<file path="src/rtl/khu_uart_pkg.sv">
// Shared types and constants for the PC-bound UART framing path.
// Other files in this slice pull these in with a wildcard import.
package khu_uart_pkg;

    typedef enum logic [1:0] {
        ST_IDLE    = 2'd0,
        ST_SOF     = 2'd1,
        ST_PAYLOAD = 2'd2,
        ST_CSUM    = 2'd3
    } tx_state_e;

    localparam logic [7:0] SOF_BYTE_DEFAULT      = 8'h7E;
    localparam int         PAYLOAD_BYTES_DEFAULT = 5;

    // Total bytes on the wire per frame: SOF + payload + checksum.
    localparam int         FRAME_LEN             = PAYLOAD_BYTES_DEFAULT + 2;

endpackage

</file>
<file path="src/rtl/uart_tx_framer_if.sv">
// Word-in / byte-out valid-ready bundle between sensor_core, the framer and uart_controller.
// The framer uses the slave view; the environment that feeds words and drains bytes uses master.
interface uart_tx_framer_if #(
    parameter int WORD_W = 40
);

    logic [WORD_W-1:0] i_DATA;
    logic              i_DATA_VALID;
    logic              o_DATA_READY;
    logic [7:0]        o_BYTE;
    logic              o_BYTE_VALID;
    logic              i_BYTE_READY;

    modport slave (
        input  i_DATA,
        input  i_DATA_VALID,
        output o_DATA_READY,
        output o_BYTE,
        output o_BYTE_VALID,
        input  i_BYTE_READY
    );

    modport master (
        output i_DATA,
        output i_DATA_VALID,
        input  o_DATA_READY,
        input  o_BYTE,
        input  o_BYTE_VALID,
        output i_BYTE_READY
    );

endinterface

</file>
<file path="src/rtl/uart_tx_framer.sv">
// Serialises one sensor word into SOF, MSB-first payload bytes and an XOR checksum.
// The word is captured locally so the core is released after a single handshake.
module uart_tx_framer
    import khu_uart_pkg::*;
#(
    parameter int         PAYLOAD_BYTES = PAYLOAD_BYTES_DEFAULT,
    parameter logic [7:0] SOF_BYTE      = SOF_BYTE_DEFAULT
) (
    input  logic                  i_CLK,
    input  logic                  i_RSTN,
    uart_tx_framer_if.slave       bus,
    output logic                  o_BUSY,
    output logic [15:0]           o_FRAME_CNT
);

    localparam int              WORD_W   = 8 * PAYLOAD_BYTES;
    localparam int              IDX_W    = (PAYLOAD_BYTES > 1) ? $clog2(PAYLOAD_BYTES) : 1;
    localparam logic [IDX_W-1:0] LAST_IDX = IDX_W'(PAYLOAD_BYTES - 1);

    tx_state_e          state_q, state_d;
    logic [WORD_W-1:0]  shift_q, shift_d;
    logic [7:0]         csum_q, csum_d;
    logic [IDX_W-1:0]   idx_q, idx_d;
    logic [15:0]        frame_cnt_q, frame_cnt_d;

    logic               word_acc;
    logic               byte_acc;

    // Handshakes decoded straight from the state register so no input feeds an output.
    assign word_acc = (state_q == ST_IDLE) && bus.i_DATA_VALID;
    assign byte_acc = (state_q != ST_IDLE) && bus.i_BYTE_READY;

    always_ff @(posedge i_CLK or negedge i_RSTN) begin
        if (!i_RSTN) begin
            state_q     <= ST_IDLE;
            shift_q     <= '0;
            csum_q      <= 8'h00;
            idx_q       <= '0;
            frame_cnt_q <= 16'h0000;
        end else begin
            state_q     <= state_d;
            shift_q     <= shift_d;
            csum_q      <= csum_d;
            idx_q       <= idx_d;
            frame_cnt_q <= frame_cnt_d;
        end
    end

    always_comb begin
        state_d     = state_q;
        shift_d     = shift_q;
        csum_d      = csum_q;
        idx_d       = idx_q;
        frame_cnt_d = frame_cnt_q;

        case (state_q)
            ST_IDLE: begin
                if (word_acc) begin
                    shift_d = bus.i_DATA;
                    csum_d  = 8'h00;
                    idx_d   = '0;
                    state_d = ST_SOF;
                end
            end
            ST_SOF: begin
                if (byte_acc) begin
                    idx_d   = '0;
                    state_d = ST_PAYLOAD;
                end
            end
            ST_PAYLOAD: begin
                // The outgoing byte always sits in the top lane; shifting exposes the next one.
                if (byte_acc) begin
                    csum_d  = csum_q ^ shift_q[WORD_W-1 -: 8];
                    shift_d = shift_q << 8;
                    idx_d   = idx_q + IDX_W'(1);
                    if (idx_q == LAST_IDX) begin
                        state_d = ST_CSUM;
                    end
                end
            end
            ST_CSUM: begin
                if (byte_acc) begin
                    frame_cnt_d = frame_cnt_q + 16'd1;
                    state_d     = ST_IDLE;
                end
            end
            default: begin
                state_d = ST_IDLE;
            end
        endcase
    end

    always_comb begin
        bus.o_BYTE       = 8'h00;
        bus.o_BYTE_VALID = 1'b0;
        bus.o_DATA_READY = 1'b0;
        o_BUSY           = 1'b1;

        case (state_q)
            ST_IDLE: begin
                bus.o_DATA_READY = 1'b1;
                o_BUSY           = 1'b0;
            end
            ST_SOF: begin
                bus.o_BYTE       = SOF_BYTE;
                bus.o_BYTE_VALID = 1'b1;
            end
            ST_PAYLOAD: begin
                bus.o_BYTE       = shift_q[WORD_W-1 -: 8];
                bus.o_BYTE_VALID = 1'b1;
            end
            ST_CSUM: begin
                bus.o_BYTE       = csum_q;
                bus.o_BYTE_VALID = 1'b1;
            end
            default: begin
                o_BUSY = 1'b0;
            end
        endcase
    end

    assign o_FRAME_CNT = frame_cnt_q;

endmodule

</file>
<file path="src/flat_wrapper.sv">
// flat-port wrapper written by rule: the top's interface ports become plain ports
module uart_tx_framer_flat import khu_uart_pkg::*;
#(
    parameter int         PAYLOAD_BYTES = PAYLOAD_BYTES_DEFAULT,
    parameter logic [7:0] SOF_BYTE      = SOF_BYTE_DEFAULT
)
  (i_CLK, i_RSTN, o_BUSY, o_FRAME_CNT, bus_i_DATA, bus_i_DATA_VALID, bus_o_DATA_READY, bus_o_BYTE, bus_o_BYTE_VALID, bus_i_BYTE_READY);
  uart_tx_framer_if bus_i ();
  input  logic i_CLK;
  input  logic i_RSTN;
  output logic o_BUSY;
  output logic [15:0] o_FRAME_CNT;
  input wire logic [$bits(bus_i.i_DATA)-1:0] bus_i_DATA;
  input wire logic [$bits(bus_i.i_DATA_VALID)-1:0] bus_i_DATA_VALID;
  output wire logic [$bits(bus_i.o_DATA_READY)-1:0] bus_o_DATA_READY;
  output wire logic [$bits(bus_i.o_BYTE)-1:0] bus_o_BYTE;
  output wire logic [$bits(bus_i.o_BYTE_VALID)-1:0] bus_o_BYTE_VALID;
  input wire logic [$bits(bus_i.i_BYTE_READY)-1:0] bus_i_BYTE_READY;
  assign bus_i.i_DATA = bus_i_DATA;
  assign bus_i.i_DATA_VALID = bus_i_DATA_VALID;
  assign bus_o_DATA_READY = bus_i.o_DATA_READY;
  assign bus_o_BYTE = bus_i.o_BYTE;
  assign bus_o_BYTE_VALID = bus_i.o_BYTE_VALID;
  assign bus_i.i_BYTE_READY = bus_i_BYTE_READY;
  uart_tx_framer #(.PAYLOAD_BYTES(PAYLOAD_BYTES), .SOF_BYTE(SOF_BYTE)) u_core (.i_CLK(i_CLK), .i_RSTN(i_RSTN), .bus(bus_i), .o_BUSY(o_BUSY), .o_FRAME_CNT(o_FRAME_CNT));
endmodule
</file>
<file path="config.mk">
export PLATFORM = sky130hd
export DESIGN_NAME = uart_tx_framer_flat
export DESIGN_NICKNAME = d
export VERILOG_FILES = /design/src/rtl/khu_uart_pkg.sv /design/src/rtl/uart_tx_framer_if.sv /design/src/rtl/uart_tx_framer.sv /design/src/flat_wrapper.sv
export SDC_FILE = /design/constraint.sdc
export NUM_CORES = 1
export LEC_CHECK = 0
export ABC_CLOCK_PERIOD_IN_PS = 2150
export BUFFER_PORTS_ARGS = -buffer_cell sky130_fd_sc_hd__buf_4
export CORE_UTILIZATION = 45
export CTS_BUF_LIST = sky130_fd_sc_hd__clkbuf_16
export DETAILED_ROUTE_END_ITERATION = 10
export PLACE_DENSITY = 0.75
export SETUP_SLACK_MARGIN = 0.05
export SYNTH_ARGS = -nofsm -noshare
export SYNTH_HDL_FRONTEND = slang
export SYNTH_SLANG_ARGS = --single-unit
</file>
<file path="constraint.sdc">
create_clock -name i_CLK -period 2.15 [get_ports i_CLK]
set_input_delay 0.215 -clock i_CLK [delete_from_list [all_inputs] [get_ports i_CLK]]
set_output_delay 0.215 -clock i_CLK [all_outputs]
set_load 0.005 [all_outputs]
</file>
==> flow_metrics.env <==
export IMPL_timing_hold_violations_final=0
export IMPL_netlist_area_um2=3390
export IMPL_synthDominantAreaCellType="sky130_fd_sc_hd__dfrtp_1"
export IMPL_yosysWarnings=0
export IMPL_mostFrequentLayoutCell="sky130_fd_sc_hd__buf_4"
export IMPL_synth_area_top_cells="sky130_fd_sc_hd__dfrtp_1, sky130_fd_sc_hd__mux2i_1, sky130_fd_sc_hd__nand2_1, sky130_fd_sc_hd__xnor2_1, sky130_fd_sc_hd__ha_1"
export IMPL_crit_path_end_kind="primary output"
export IMPL_fin_tns_setup_ns=0
export IMPL_report_power_total_uw=6070
export IMPL_drt_total_wl_mm=6.93
export IMPL_initial_antenna_violation_count=0
export IMPL_number_of_cells_on_the_worst_hold_path=3
export IMPL_groute_usage_overall_pct=19.7
export IMPL_worst_ep_arrival_time_ns=1.79
export IMPL_root_buffer_cell="sky130_fd_sc_hd__clkbuf_16"
export IMPL_path_max_fanout=19
export IMPL_initial_utilization_pct=46.8
export IMPL_floorplan_die_height_um=88.8
export IMPL_dpl_hpwl_mm=4.72
export IMPL_setup_viol_count_final=0
export IMPL_remaining_drc_errors=0
export IMPL_drt_wirelength_per_cell_um=13.8
export IMPL_power_static_leakage_uw=0.00208
export IMPL_layout_cells_most_common_list="sky130_fd_sc_hd__buf_4, sky130_fd_sc_hd__dfrtp_1, sky130_fd_sc_hd__nand2_1"
export IMPL_grt_setup_unrepaired="no"
export IMPL_cellInternalPower_uw=3890
export IMPL_ffs_latches_synth=69
export IMPL_diodes=0
export IMPL_synth_nets=378
export IMPL_clock_path_buffers=2
export IMPL_holdCritStartpoint="bus_i_DATA[1]"
export IMPL_hp_class="in -> reg"
export IMPL_clkPwrFrac_pct=23.6
export IMPL_finalCritPeriodShare_pct=93.3
export IMPL_cellPowerDensity_nw_per_um2=1390
export IMPL_post_synth_inst_count=326
export IMPL_worst_setup_hold_path_clk_slew_ns=0.06
export IMPL_cts_htree_levels=3
export IMPL_power_share_sequential_pct=34.9
export IMPL_first_global_vias=2617
export IMPL_timing_slew_headroom_pct=72.4
export IMPL_r2r_slack_ns=0.18
export IMPL_layout_min_cycle_time_ns=2.01
export IMPL_syn2layout_area_growth_pct=28.7
export IMPL_worst_r2r_startpoint="u_core.state_q[1]$_DFFE_PN0P_"
export IMPL_reg2reg_to="u_core.state_q[1]$_DFFE_PN0P_"
export IMPL_global_route_peak_usage_layer="met2"
export IMPL_tritoncts_clock_tree="done"
export IMPL_num_rows=31
export IMPL_finalNetCount=451
export IMPL_grt_overflow_total=0
export IMPL_global_route_usage_met2_pct=32.9
export IMPL_drt_first_pass_iters=4
export IMPL_post_synth_num_cell_types=38
export IMPL_global_route_wire_length_before_repair_mm=11.8
export IMPL_timing_worst_slew_pin_value_ns=0.413
export IMPL_grt_start_max_net_pins=75
export IMPL_core_area_um2=7250
export IMPL_final_layout_size_suffix_gt1_share_pct=25.7
export IMPL_timing_max_transition_violations_final=0
export IMPL_status="complete, no violations"
export IMPL_combinationalPowerShare_pct=41.5
export IMPL_globalRouteMet1Util_pct=23.1
export IMPL_synth_sequential_area_ratio_pct=50.9
export IMPL_p_sw_share_pct=35.9
export IMPL_ant_nets=0
export IMPL_worstSetupPathType="reg -> out"
export IMPL_die_area_um2=7890
export IMPL_gp_congestion=0.773
export IMPL_vias_per_cell=5.16
export IMPL_place_port_buffers=70
export IMPL_hold_ws_ns=0.109
export IMPL_type_of_origin_of_the_critical_path="flip-flop"
export IMPL_cts_buffers=9
export IMPL_clk_insertion_delay_late_ns=0.33
export IMPL_clkSinkCount=69
export IMPL_dr_first_iter_drc_count=210
export IMPL_power_switching_uw=2180
export IMPL_per_instance_average_area_after_synthesis_um2=10.4
export IMPL_max_freq_ghz=0.499
export IMPL_fin_worst_skew_ns=0.00561
export IMPL_timing_reg2reg_worst_path_depth=6
export IMPL_chipWidth_um=88.8
export IMPL_pin_count=71
export IMPL_max_cap_viol_count=0
export IMPL_peak_ir_drop_on_the_vdd_network_uv=613
export IMPL_groute_layer_met3_usage_pct=8.12
export IMPL_via_count=2596
export IMPL_min_to="u_core.shift_q[1]$_DFFE_PN0P_"
export IMPL_data_required_time_of_the_worst_path_ns=1.93
export IMPL_synth_top_area_share_pct=50.9
-- synth_stat cells --
master and instances:
sky130_fd_sc_hd__nor2_1 5, sky130_fd_sc_hd__and2_1 1, sky130_fd_sc_hd__clkbuf_1 4, sky130_fd_sc_hd__o22ai_1 1, sky130_fd_sc_hd__nor3_2 2, sky130_fd_sc_hd__a21oi_2 1
sky130_fd_sc_hd__xor2_1 3, sky130_fd_sc_hd__mux2i_1 32, sky130_fd_sc_hd__a22o_1 9, sky130_fd_sc_hd__nor3_1 1, sky130_fd_sc_hd__o21ai_0 20, sky130_fd_sc_hd__buf_4 8
sky130_fd_sc_hd__and4b_1 1, sky130_fd_sc_hd__a21oi_1 7, sky130_fd_sc_hd__a31oi_1 1, sky130_fd_sc_hd__nand4b_1 1, sky130_fd_sc_hd__mux2_2 2, sky130_fd_sc_hd__ha_1 8
sky130_fd_sc_hd__nand2_1 64, sky130_fd_sc_hd__dfrtp_1 69, sky130_fd_sc_hd__nand4_1 3, sky130_fd_sc_hd__nand3b_1 8, sky130_fd_sc_hd__o31ai_1 1, sky130_fd_sc_hd__a21boi_0 1
sky130_fd_sc_hd__inv_1 8, sky130_fd_sc_hd__and3_1 1, sky130_fd_sc_hd__and3b_1 1, sky130_fd_sc_hd__nor2b_1 1, sky130_fd_sc_hd__a211o_1 1, sky130_fd_sc_hd__nand3b_4 1
sky130_fd_sc_hd__buf_2 7, sky130_fd_sc_hd__and4_1 1, sky130_fd_sc_hd__o21ai_1 16, sky130_fd_sc_hd__o32a_1 1, sky130_fd_sc_hd__xnor2_1 20, sky130_fd_sc_hd__a22oi_1 7
sky130_fd_sc_hd__nand3_1 7, sky130_fd_sc_hd__and2b_1 1
-- timing repair --
action                                 in CTS  in global routing
setup endpoints to repair                   5                 14
pin swaps                                   0                  0
endpoints found under the hold margin      29                  0
hold buffers                                1                  0
buffers inserted                            0                  0
gates resized for setup                     2                  5
-- sequential cells by signal, summed over array words and instances, names as in the netlist --
register / count
u_core.shift_q: 40
u_core.o_FRAME_CNT: 16
u_core.csum_q: 8
u_core.idx_q: 3
u_core.state_q: 2
-- critical path, stage by stage, from the launching register on --
cell and delay, ns:
sky130_fd_sc_hd__dfrtp_1 0.44, sky130_fd_sc_hd__inv_2 0.13, sky130_fd_sc_hd__ha_4 0.23, sky130_fd_sc_hd__buf_8 0.21
sky130_fd_sc_hd__a22oi_1 0.11, sky130_fd_sc_hd__a21oi_1 0.21, sky130_fd_sc_hd__buf_4 0.14
-- kinds of logic after synthesis --
| group | synth area share [%] |
|---|---|
| adders and majority gates | 2.95 |
| buffers and inverters | 4.13 |
| DFF | 50.9 |
| AOI/OAI and AO/OA | 11.8 |
| muxes | 10.1 |
| and+or+nand+nor | 14.2 |
| xor gates and xnor gates | 5.94 |
-- stage by stage --
stage | cell area, um^2 | instances | utilization (%) | setup slack (ns)
floorplan | 3390 | 326 | - | 0.161
global placement | 4040 | 486 | 55.7 | 0.314
detailed placement | 4040 | 486 | 55.7 | 0.183
CTS | 4360 | 503 | 60.1 | 0.0647
global route | 4370 | 503 | 60.2 | 0.0508
finish | 4370 | 503 | 60.2 | 0.145
-- worst max path at each step --
| stage | start | to | slack [ns] |
|---|---|---|---|
| floorplan | u_core.state_q[1]$_DFFE_PN0P_ | u_core.state_q[1]$_DFFE_PN0P_ | 0.16 |
| global placement | u_core.state_q[0]$_DFFE_PN0P_ | u_core.state_q[1]$_DFFE_PN0P_ | 0.31 |
| detailed placement | u_core.state_q[0]$_DFFE_PN0P_ | u_core.state_q[1]$_DFFE_PN0P_ | 0.18 |
| CTS | u_core.state_q[0]$_DFFE_PN0P_ | bus_o_BYTE[6] | 0.06 |
| global route | u_core.state_q[0]$_DFFE_PN0P_ | bus_o_BYTE[5] | 0.05 |
| finish | u_core.state_q[0]$_DFFE_PN0P_ | bus_o_BYTE[6] | 0.14 |
-- layer usage --
layer	wire, um	vias to the layer above
li1	-	1271
met1	3070	1247
met2	3260	67
met3	513	11
met4	84	0
met5	0	-
-- area by class of cell --
| class | count | area, um^2 |
|---|---|---|
| inverter | 8 | 30.0 |
| clock buffer | 9 | 225 |
| fill | 614 | 2890 |
| multi-input combinational | 230 | 1550 |
| timing repair buffer | 81 | 643 |
| clock inverter | 7 | 66.3 |
| sequential | 69 | 1730 |
| tap | 99 | 124 |
-- power by group through the flow --
stage / logic, uW / registers, uW / clock network, uW
2_1_floorplan: 1780 / 2040 / 0
3_3_place_gp: 2390 / 2090 / 0
3_5_place_dp: 2480 / 2130 / 0
4_1_cts: 2520 / 2110 / 1460
5_1_grt: 2840 / 2180 / 1520
6_report: 2520 / 2120 / 1430
Note: power is estimated with default switching activity, not from simulation.
